[src/rtl/wdt_rstreq.sv]
// Watchdog / reset-request source: a fixed PULSE_LEN reset request on timeout or software request.
// Latency: request rises one edge after the trigger; every output is registered; no backpressure.
module wdt_rstreq #(
    parameter int CNT_W       = 24,
    parameter int TIMEOUT     = 1000000,
    parameter int WARN_CYCLES = 1000,
    parameter int PULSE_LEN   = 16
) (
    input  logic       CLK_I,
    input  logic       RESET_N_I,
    input  logic       EN_I,
    input  logic       KICK_I,
    input  logic       SWRST_I,
    input  logic       CLR_CAUSE_I,
    output logic       RSTREQ_O,
    output logic       WARN_O,
    output logic       ARMED_O,
    output logic [1:0] CAUSE_O
);

    localparam logic [CNT_W-1:0] RELOAD     = CNT_W'(TIMEOUT - 1);
    localparam logic [CNT_W-1:0] WARN_TH    = CNT_W'(WARN_CYCLES);
    localparam logic [7:0]       PULSE_LAST = 8'(PULSE_LEN - 1);
    localparam logic [1:0]       CAUSE_NONE = 2'b00;
    localparam logic [1:0]       CAUSE_WDT  = 2'b01;
    localparam logic [1:0]       CAUSE_SW   = 2'b10;

    typedef enum logic [1:0] {S_IDLE, S_COUNT, S_FIRE} state_t;

    state_t           state;
    logic [CNT_W-1:0] cnt;
    logic [7:0]       pulse_cnt;
    logic [CNT_W-1:0] cnt_dec;

    assign cnt_dec = cnt - CNT_W'(1);

    always_ff @(posedge CLK_I or negedge RESET_N_I) begin
        if (!RESET_N_I) begin
            state     <= S_IDLE;
            cnt       <= RELOAD;
            pulse_cnt <= '0;
            RSTREQ_O  <= 1'b0;
            WARN_O    <= 1'b0;
            ARMED_O   <= 1'b0;
            CAUSE_O   <= CAUSE_NONE;
        end else begin
            case (state)
                S_IDLE: begin
                    if (SWRST_I) begin
                        state     <= S_FIRE;
                        pulse_cnt <= PULSE_LAST;
                        RSTREQ_O  <= 1'b1;
                        CAUSE_O   <= CAUSE_SW;
                    end else begin
                        if (CLR_CAUSE_I)
                            CAUSE_O <= CAUSE_NONE;
                        if (EN_I) begin
                            state   <= S_COUNT;
                            cnt     <= RELOAD;
                            ARMED_O <= 1'b1;
                        end
                    end
                end
                S_COUNT: begin
                    // Software request outranks a kick, and a kick outranks expiry.
                    if (SWRST_I) begin
                        state     <= S_FIRE;
                        pulse_cnt <= PULSE_LAST;
                        RSTREQ_O  <= 1'b1;
                        WARN_O    <= 1'b0;
                        CAUSE_O   <= CAUSE_SW;
                    end else if (KICK_I) begin
                        cnt    <= RELOAD;
                        WARN_O <= 1'b0;
                        if (CLR_CAUSE_I)
                            CAUSE_O <= CAUSE_NONE;
                    end else if (cnt == '0) begin
                        state     <= S_FIRE;
                        pulse_cnt <= PULSE_LAST;
                        RSTREQ_O  <= 1'b1;
                        WARN_O    <= 1'b0;
                        CAUSE_O   <= CAUSE_WDT;
                    end else begin
                        cnt    <= cnt_dec;
                        WARN_O <= (cnt_dec < WARN_TH);
                        if (CLR_CAUSE_I)
                            CAUSE_O <= CAUSE_NONE;
                    end
                end
                S_FIRE: begin
                    if (pulse_cnt == 8'd0) begin
                        state    <= S_IDLE;
                        RSTREQ_O <= 1'b0;
                        ARMED_O  <= 1'b0;
                        cnt      <= RELOAD;
                    end else begin
                        pulse_cnt <= pulse_cnt - 8'd1;
                    end
                end
                default: state <= S_IDLE;
            endcase
        end
    end

endmodule
[config.mk]
export PLATFORM = sky130hd
export DESIGN_NAME = wdt_rstreq
export DESIGN_NICKNAME = d
export VERILOG_FILES = /design/src/rtl/wdt_rstreq.sv
export SDC_FILE = /design/constraint.sdc
export NUM_CORES = 1
export LEC_CHECK = 0
export BUFFER_PORTS_ARGS = -buffer_cell sky130_fd_sc_hd__buf_4
export CORE_ASPECT_RATIO = 0.5
export CORE_UTILIZATION = 45
export CTS_CLUSTER_SIZE = 14
export DETAILED_ROUTE_END_ITERATION = 8
export PLACE_DENSITY = 0.62
export SYNTH_ARGS = -nofsm -noshare
export SYNTH_HDL_FRONTEND = slang
export SYNTH_SLANG_ARGS = --single-unit
[constraint.sdc]
create_clock -name CLK_I -period 2.9 [get_ports CLK_I]
set_input_delay 0.58 -clock CLK_I [delete_from_list [all_inputs] [get_ports CLK_I]]
set_output_delay 0.58 -clock CLK_I [all_outputs]
set_load 0.02 [all_outputs]
# Word level (Yosys, flattened, before mapping)
# Index checks and enable logic that the tools add are counted.
# word_totals
reg_bits	39
inputBits	6
output_inout_bits	5
elab_cells	71
# op_classes
addsub	2
n_lt_le_gt_ge	1
n_eq_ne	12
mux	38
n_reduce_logical	11
# ops
operator	n
$mux 24	6
$pmux 24 s3	1
$mux 8	5
$logic_not 24->1	1
$lt 24x10->1 const B	1
$pmux 8 s3	1
$sub 24x1->24 const B	1
$mux 2	11
$ne 2x2->1 const B	6
$ne 3x3->1 const B	4
$mux 1	10
$reduce_and 5->1	2
$logic_not 8->1	1
$reduce_and 4->1	2
$sub 8x1->8 const B	1
$pmux 2 s3	1
$reduce_and 6->1	1
$pmux 2 s2	1
$reduce_bool 2->1	2
$pmux 1 s3	1
$reduce_bool 3->1	1
$eq 2x1->1 const B	1
$eq 2x2->1 const B	1
$logic_not 2->1	1
$pmux 1 s2	1

# Logic depth before layout (Yosys ltp)
# Gate-level depths: netlist of the first run.
# depth
word_depth	5
ltp_mapped	10

# Least setup slack after synthesis of the first run
# OpenSTA, ideal clock, no wires.
# synth_timing
kind	reg-to-reg
start	register cnt[8]
end	register WARN_O
t_arrival_ns	2.381
t_required_ns	2.797
path_slack_ns	0.415
stages_incl_launch_ff	9
n_path_buf	2
synth_period_minus_slack_ns	2.485
cell_sequence	dfrtp_1 > buf_6 > or4_4 > or3_1 > buf_4 > or2_4 > o31ai_2 > nand4_1 > o41ai_2
# synth_via
elab_chain_cells	5
word_cells_on_any_way	6
cone_classes	add/sub (1); order compare (1); mux (3); reduce/logical (1)
# synth_lines
element	line_no	source
start: declaration	31	logic [CNT_W-1:0] cnt;
start signal: assignment	84	cnt <= cnt_dec;
$sub 24x1->24	35	assign cnt_dec = cnt - CNT_W'(1);
$lt 24x10->1	85	WARN_O <= (cnt_dec < WARN_TH);
$mux 1 *	77	end else if (cnt == '0) begin
$mux 1 *	72	end else if (KICK_I) begin
$mux 1 *	66	if (SWRST_I) begin
end signal: assignment	85	
end: declaration	16	output logic WARN_O,
# Every way passes the cells marked *; elsewhere a longest branch is shown, timed or not.
# A chain may end at the register's enable or synchronous reset.

# Worst setup path after layout of the first run
# layout_timing
start	register cnt[8]
end	register cnt[11]
# layout_via
elab_chain_cells	5
word_cells_on_any_way	8
cone_classes	add/sub (1); eq/ne (1); mux (4); reduce/logical (2)
# layout_lines
element	line_no	source
$sub 24x1->24	35	
$mux 24	77	
$mux 24	72	
$mux 24	66	
$pmux 24 s3	47	case (state)
# Parallel ways exist; a longest one is shown, timed or not. The select of a mux whose other input is x is not followed.

==> results.py, run 1 <==
metrics = {
    "outcome": {
        "status": "finished, final reports clean",
    },
    "pwr": {
        "total_power_mw": 1.57,
        "combPwrFrac_pct": 23.5,
        "clock_power_share_pct": 30.8,
        "p_per_area_mw_per_mm2": 579,
        "p_sw_mw": 0.528,
        "power.internal_mw": 1.04,
        "sw_frac_of_total_pct": 33.6,
        "p_seq_share_pct": 45.6,
        "p_leak_nw": 1.07,
        "ir_drop_v": 0.000399,
    },
    "clock_network": {
        "max-clock-path-buffers": 2,
        "worstSkewPairLatency_ns": 0.30,
        "cts_tree": "yes",
        "cts_resized": 0,
        "clock-sinks": 39,
        "clk_pin_slew_ns": 0.09,
        "cts-root-buf": "clkbuf_8",
        "htree_num_levels": 2,
        "postCtsSetupBuffers": 0,
        "hold_buffers": 0,
        "numCtsBuffers": 5,
    },
    "floorplan": {
        "core-area_sq_mm": 0.00509,
        "die_y_um": 54.2,
        "die_w_um": 106,
        "num_io_pins": 11,
        "dieArea_sq_mm": 0.00576,
        "initial_utilization_pct": 48.2,
        "rows": 18,
    },
    "sta": {
        "maxSlewViolCount": 0,
        "rsz0062_at_grt": "false",
        "fin_crit_sh_pct": 91.7,
        "relSlewSlack_pct": 57.4,
        "setup_ws_ns": 0.241,
        "fin_crit_ns": 2.66,
        "tns_ns": 0,
        "skew_ns": 0.00967,
        "setup_violations": 0,
        "report.final.hold_viol_count": 0,
        "tightest_slew_ns": 0.637,
        "hold_slack_ns": 0.229,
        "fmax_ghz": 0.376,
    },
    "worst_setup_path": {
        "end_kind": "flop",
        "crit_required_ns": 3.11,
        "path_common_cell": "o21ai_0",
        "worstPathArrival_ns": 2.87,
        "max_stage_delay_ns": 0.61,
        "crit_slowest_cell": "or4_4",
        "crit_path_max_fanout": 9,
        "crit_chain": "or4_4, or3_1, nor4_4, o41a_1, o21ai_0, o21ai_0",
        "criticalPathCategory": "flop to flop",
        "cp-start-kind": "flop",
    },
    "synth": {
        "yosysTopAreaCell": "dfrtp_1",
        "synth_edf_count": 0,
        "synth-seq-cells": 39,
        "syn_avg_cell_area_sq_um": 8.57,
        "ys_top_cells_by_area": "dfrtp_1 28%, dfstp_2 13%, o21ai_0 5.1%",
        "syn_inst": 286,
        "synthArstFlopShare_pct": 100,
        "syn_nets": 295,
        "yosys.area.top_type_share_pct": 27.6,
        "synth-main-ff-cell": "dfrtp_1",
        "yosysSeqAreaShare_pct": 40.4,
        "synth_warnings": 0,
        "synth_cell_types": 49,
        "synth_area_sq_mm": 0.00245,
    },
    "placed_design": {
        "pre_cts_slack_ns": 0.255,
        "hpwl_um": 4120,
        "io_buffer_count": 10,
        "dpl-instance-area_sq_mm": 0.00260,
        "gp_congestion": 0.888,
    },
    "route": {
        "drtPass1Iterations": 4,
        "postRouteAntennaNets": 0,
        "drt-met1-wl_um": 3050,
        "drtIter0Drc": 148,
        "wl_per_cell_um": 16.1,
        "wl_met2_um": 2560,
        "wl_met3_um": 293,
        "drt-total-wl_um": 5900,
        "top_layer_used": "met3",
        "vias": 2220,
        "via_per_inst": 6.07,
        "drcViolationCount": 0,
    },
    "grt": {
        "grt_overflow": 0,
        "grt_max_degree": 40,
        "grt_pass1_wl_um": 9900,
        "antenna_found_initial": 0,
        "grt_usage_pct": 22.8,
        "grt_pass1_vias": 2019,
    },
    "final_layout": {
        "final.fill_count": 477,
        "final_nets": 304,
        "post_route_cells_drive_above_1_share_pct": 16.9,
        "multi_input_area_sq_mm": 0.00134,
        "n_antenna_cell": 0,
        "areaGrowthSynthToFinish_pct": 10.8,
        "final_area_sq_mm": 0.00272,
        "seq_area_sq_um": 991,
    },
    "job": {
        "drv_cap": 0,
    },
    "worst_hold_path": {
        "hold_path.class": "input pin to async pin",
    },
}
routing by layer:
layer | global-route usage [%] | vias to the layer above
met5 | 0 | -
met4 | 4.63 | 0
met3 | 5.08 | 0
met2 | 37.7 | 49
met1 | 31.1 | 1091
li1 | - | 1080
through the flow:
stage                     util, %  std cells
after CTS                    53.3        366
after detailed placement     51.1        358
after floorplan                 -        286
final                        53.3        366
after global placement       51.1        358
after global routing         53.3        366
path summary, 6_finish.rpt:
path / from / end / slack [ns] / cells after the start
min reg2reg: RSTREQ_O / RSTREQ_O / 0.50 / 2
min: RESET_N_I / cnt[6] / 0.23 / 1
max: cnt[8] / cnt[11] / 0.24 / 6
min in group CLK_I: RSTREQ_O / RSTREQ_O / 0.50 / 2
max reg2reg: cnt[8] / cnt[11] / 0.24 / 6
max in group asynchronous: RESET_N_I / cnt[18] / 2.29 / 1
sequential cells by signal (all words and copies together) (netlist names):
| register | flops |
|---|---|
| RSTREQ_O | 1 |
| cnt | 24 |
| WARN_O | 1 |
| state | 2 |
| ARMED_O | 1 |
| pulse_cnt | 8 |
| CAUSE_O | 2 |
cell usage in the layout (no fill, tap or decap), types with 6 or more instances in the layout:
master / count
dfstp_2: 12
or3_1: 6
nor2_1: 33
nor4_1: 13
a31oi_1: 8
nand2b_1: 6
inv_1: 10
o21ai_0: 25
dfrtp_1: 27
nand2_1: 21
buf_4: 19
a21oi_1: 23
nor3_1: 10
kinds of logic after synthesis:
| family | after synthesis | share of synthesized area (%) |
|---|---|---|
| XOR/XNOR | 9 | 3.22 |
| multiplexers | 1 | 0.459 |
| adder cells (fa/ha/maj) | 3 | 1.53 |
| AND/OR/NAND/NOR | 118 | 25.6 |
| buffers and inverters | 27 | 4.90 |
| flip-flops | 39 | 40.4 |
| AO/OA/AOI/OAI | 89 | 23.8 |
cell usage after synthesis (3+ instances only):
cell      count
nand2b_1      6
a21o_1        4
dfstp_2      12
dfrtp_1      27
nand2_1      21
inv_1        10
nand3_1       5
nor3_1       10
ha_1          3
xnor2_1       4
or3_1         6
clkbuf_1      9
nand4_1       3
xor2_1        5
buf_2         6
or2_2         3
a41oi_1       4
or4_1         5
a21oi_1      23
nor4_1       13
a31oi_1       8
nor2_1       33
nand4b_1      3
o31ai_1       4
o21ai_0      25
cell type report:
type	count	share of cell area, %
Multi-Input combinational cell	220	49.4
Sequential cell	39	36.5
Timing Repair Buffer	19	5.25
Tap cell	70	3.23
Clock buffer	5	2.53
Clock inverter	3	1.75
Inverter	10	1.38
power groups by stage:
stage | Combinational [mW] | Sequential, mW | Clock (mW)
after global placement | 0.363 | 0.723 | 0
after floorplan | 0.238 | 0.726 | 0
after CTS | 0.374 | 0.715 | 0.491
after detailed placement | 0.373 | 0.723 | 0
final | 0.370 | 0.717 | 0.484
after global routing | 0.416 | 0.728 | 0.517
worst max-delay path, delay by kind of cell, from the launching register on:
family             cells  cell delay (ns)
DFF                    1             0.46
and+or+nand+nor        3             1.49
AOI/OAI and AO/OA      3             0.63
Note: power is estimated with default switching activity, not from simulation.
==> run 2: changes to the inputs <==
Settings changed: CORE_ASPECT_RATIO 0.5 to default, CORE_UTILIZATION 45 to 51, PLACE_DENSITY 0.62 to 0.69.
==> run 2 against run 1 <==
Against the previous run:
- first-iteration DRC count grew 6.8%
- combinational power grew 2%
- sequential power shrank 0.6%
- total power grew 0.73%
- clock skew down 0.00059 ns
- wire length down 4.5%
- worst setup slack worse by 0.025 ns
- hold slack worse by 0.0030 ns
==> results.py, run 2 (synthesis gave the netlist of run 1 again) <==
metrics = {
    "route": {
        "drcViolationCount": 0,
        "wl_per_cell_um": 16.2,
        "postRouteAntennaNets": 0,
        "vias": 2213,
        "drtPass1Iterations": 4,
        "drt-total-wl_um": 5640,
        "via_per_inst": 6.36,
        "drtIter0Drc": 158,
    },
    "worst_setup_path": {
        "end_kind": "flop",
        "r2r-end": "cnt[13]",
        "critPathTopFamily": "simple AND/OR/NAND/NOR gates",
        "worstPathArrival_ns": 2.88,
        "criticalPathCategory": "flop to flop",
        "r2r-start": "cnt[8]",
        "cp-start-kind": "flop",
        "crit_chain": "or4_4, or3_1, nor4_4, o41a_1, o21ai_0, o41ai_1",
        "crit_required_ns": 3.10,
        "crit_path_max_fanout": 9,
        "worst-path-buf-inv": 0,
        "ff2ff_path_depth": 6,
        "rrSetupSlack_ns": 0.22,
        "max_stage_delay_ns": 0.60,
        "crit_slowest_cell": "or4_4",
    },
    "clock_network": {
        "cts-root-buf": "clkbuf_8",
        "cts_tree": "yes",
        "clk_pin_slew_ns": 0.09,
        "hold_buffers": 0,
        "worstSkewPairLatency_ns": 0.30,
        "numCtsBuffers": 5,
        "clock-sinks": 39,
        "htree_num_levels": 2,
        "max-clock-path-buffers": 2,
        "cts_resized": 0,
        "postCtsSetupBuffers": 0,
    },
    "sta": {
        "tns_ns": 0,
        "skew_ns": 0.00908,
        "fmax_ghz": 0.373,
        "tightest_slew_ns": 0.676,
        "maxSlewViolCount": 0,
        "report.final.hold_viol_count": 0,
        "setup_ws_ns": 0.216,
        "relSlewSlack_pct": 54.5,
        "setup_violations": 0,
        "fin_crit_ns": 2.68,
        "rsz0062_at_grt": "false",
        "fin_crit_sh_pct": 92.6,
    },
    "floorplan": {
        "num_io_pins": 11,
        "die_y_um": 71.3,
        "die_w_um": 71.3,
        "rows": 24,
        "initial_utilization_pct": 54.8,
        "core-area_sq_mm": 0.00447,
        "dieArea_sq_mm": 0.00509,
    },
    "pwr": {
        "combPwrFrac_pct": 23.9,
        "p_leak_nw": 1.08,
        "p_per_area_mw_per_mm2": 587,
        "ir_drop_v": 0.000408,
        "sw_frac_of_total_pct": 32.6,
        "p_sw_mw": 0.515,
        "clock_power_share_pct": 31.1,
        "power.internal_mw": 1.07,
        "p_seq_share_pct": 45.0,
    },
    "grt": {
        "grt_max_degree": 40,
        "grt_usage_pct": 24.8,
        "antenna_found_initial": 0,
        "grt_pass1_wl_um": 9820,
        "grt_overflow": 0,
        "grt_pass1_vias": 2041,
    },
    "final_layout": {
        "final_nets": 304,
        "n_antenna_cell": 0,
        "largest_reg_flops": 24,
        "post_route_cells_drive_above_1_share_pct": 16.9,
        "final_common_cell": "nor2_1",
        "top_register": "cnt",
        "final.fill_count": 414,
        "reg.largest.list": "cnt (24), pulse_cnt (8)",
        "areaGrowthSynthToFinish_pct": 10.1,
        "most-common-layout-cells": "33 x nor2_1, 27 x dfrtp_1, 25 x o21ai_0, 23 x a21oi_1, 21 x nand2_1",
    },
    "placed_design": {
        "hpwl_um": 3970,
        "gp_congestion": 0.865,
        "io_buffer_count": 10,
        "pre_cts_slack_ns": 0.253,
    },
    "job": {
        "drv_cap": 0,
    },
    "worst_hold_path": {
        "hold_path.class": "input pin to async pin",
    },
    "outcome": {
        "status": "finished, final reports clean",
    },
}
## run 2: cell type report
cell class	instances	area, sq um	area share (%)
timing repair buffer	19	143	5.29
tap	52	65.1	2.41
inverter	10	37.5	1.39
multi-input combinational	220	1340	49.7
clock inverter	2	38.8	1.44
sequential	39	991	36.7
clock buffer	6	82.6	3.06
## run 2: worst max path at each step
stage | from | end | depth (start not counted)
after floorplan | cnt[8] | WARN_O | 8
after detailed placement | cnt[8] | cnt[13] | 6
after global routing | cnt[8] | cnt[13] | 6
after global placement | cnt[8] | cnt[13] | 6
after CTS | cnt[8] | cnt[13] | 6
final | cnt[8] | cnt[13] | 6
## run 2: per-stage QoR
stage | instance area, sq um | util [%] | power (mW) | hold WS (ns) | std cells
floorplan | 2450 | - | 0.964 | 0.284 | 286
global placement | 2580 | 57.6 | 1.08 | 0.462 | 340
detailed placement | 2580 | 57.6 | 1.10 | 0.491 | 340
CTS | 2700 | 60.3 | 1.59 | 0.258 | 348
global route | 2700 | 60.3 | 1.68 | 0.265 | 348
finish | 2700 | 60.3 | 1.58 | 0.226 | 348
## run 2: power groups by stage
stage / clock, mW / sequential (mW) / combinational (mW)
after floorplan: 0 / 0.726 / 0.238
after global placement: 0 / 0.720 / 0.362
after detailed placement: 0 / 0.722 / 0.378
after CTS: 0.498 / 0.713 / 0.379
after global routing: 0.522 / 0.733 / 0.426
final: 0.492 / 0.713 / 0.378
## run 2: layer usage
| metal | global-route usage (%) | vias up | part of all wire [%] |
|---|---|---|---|
| met5 | 0 | - | 0 |
| met4 | 6.89 | 0 | 0.90 |
| li1 | - | 1084 | - |
| met3 | 4.64 | 5 | 5.3 |
| met2 | 37.1 | 63 | 43 |
| met1 | 36.8 | 1061 | 50 |
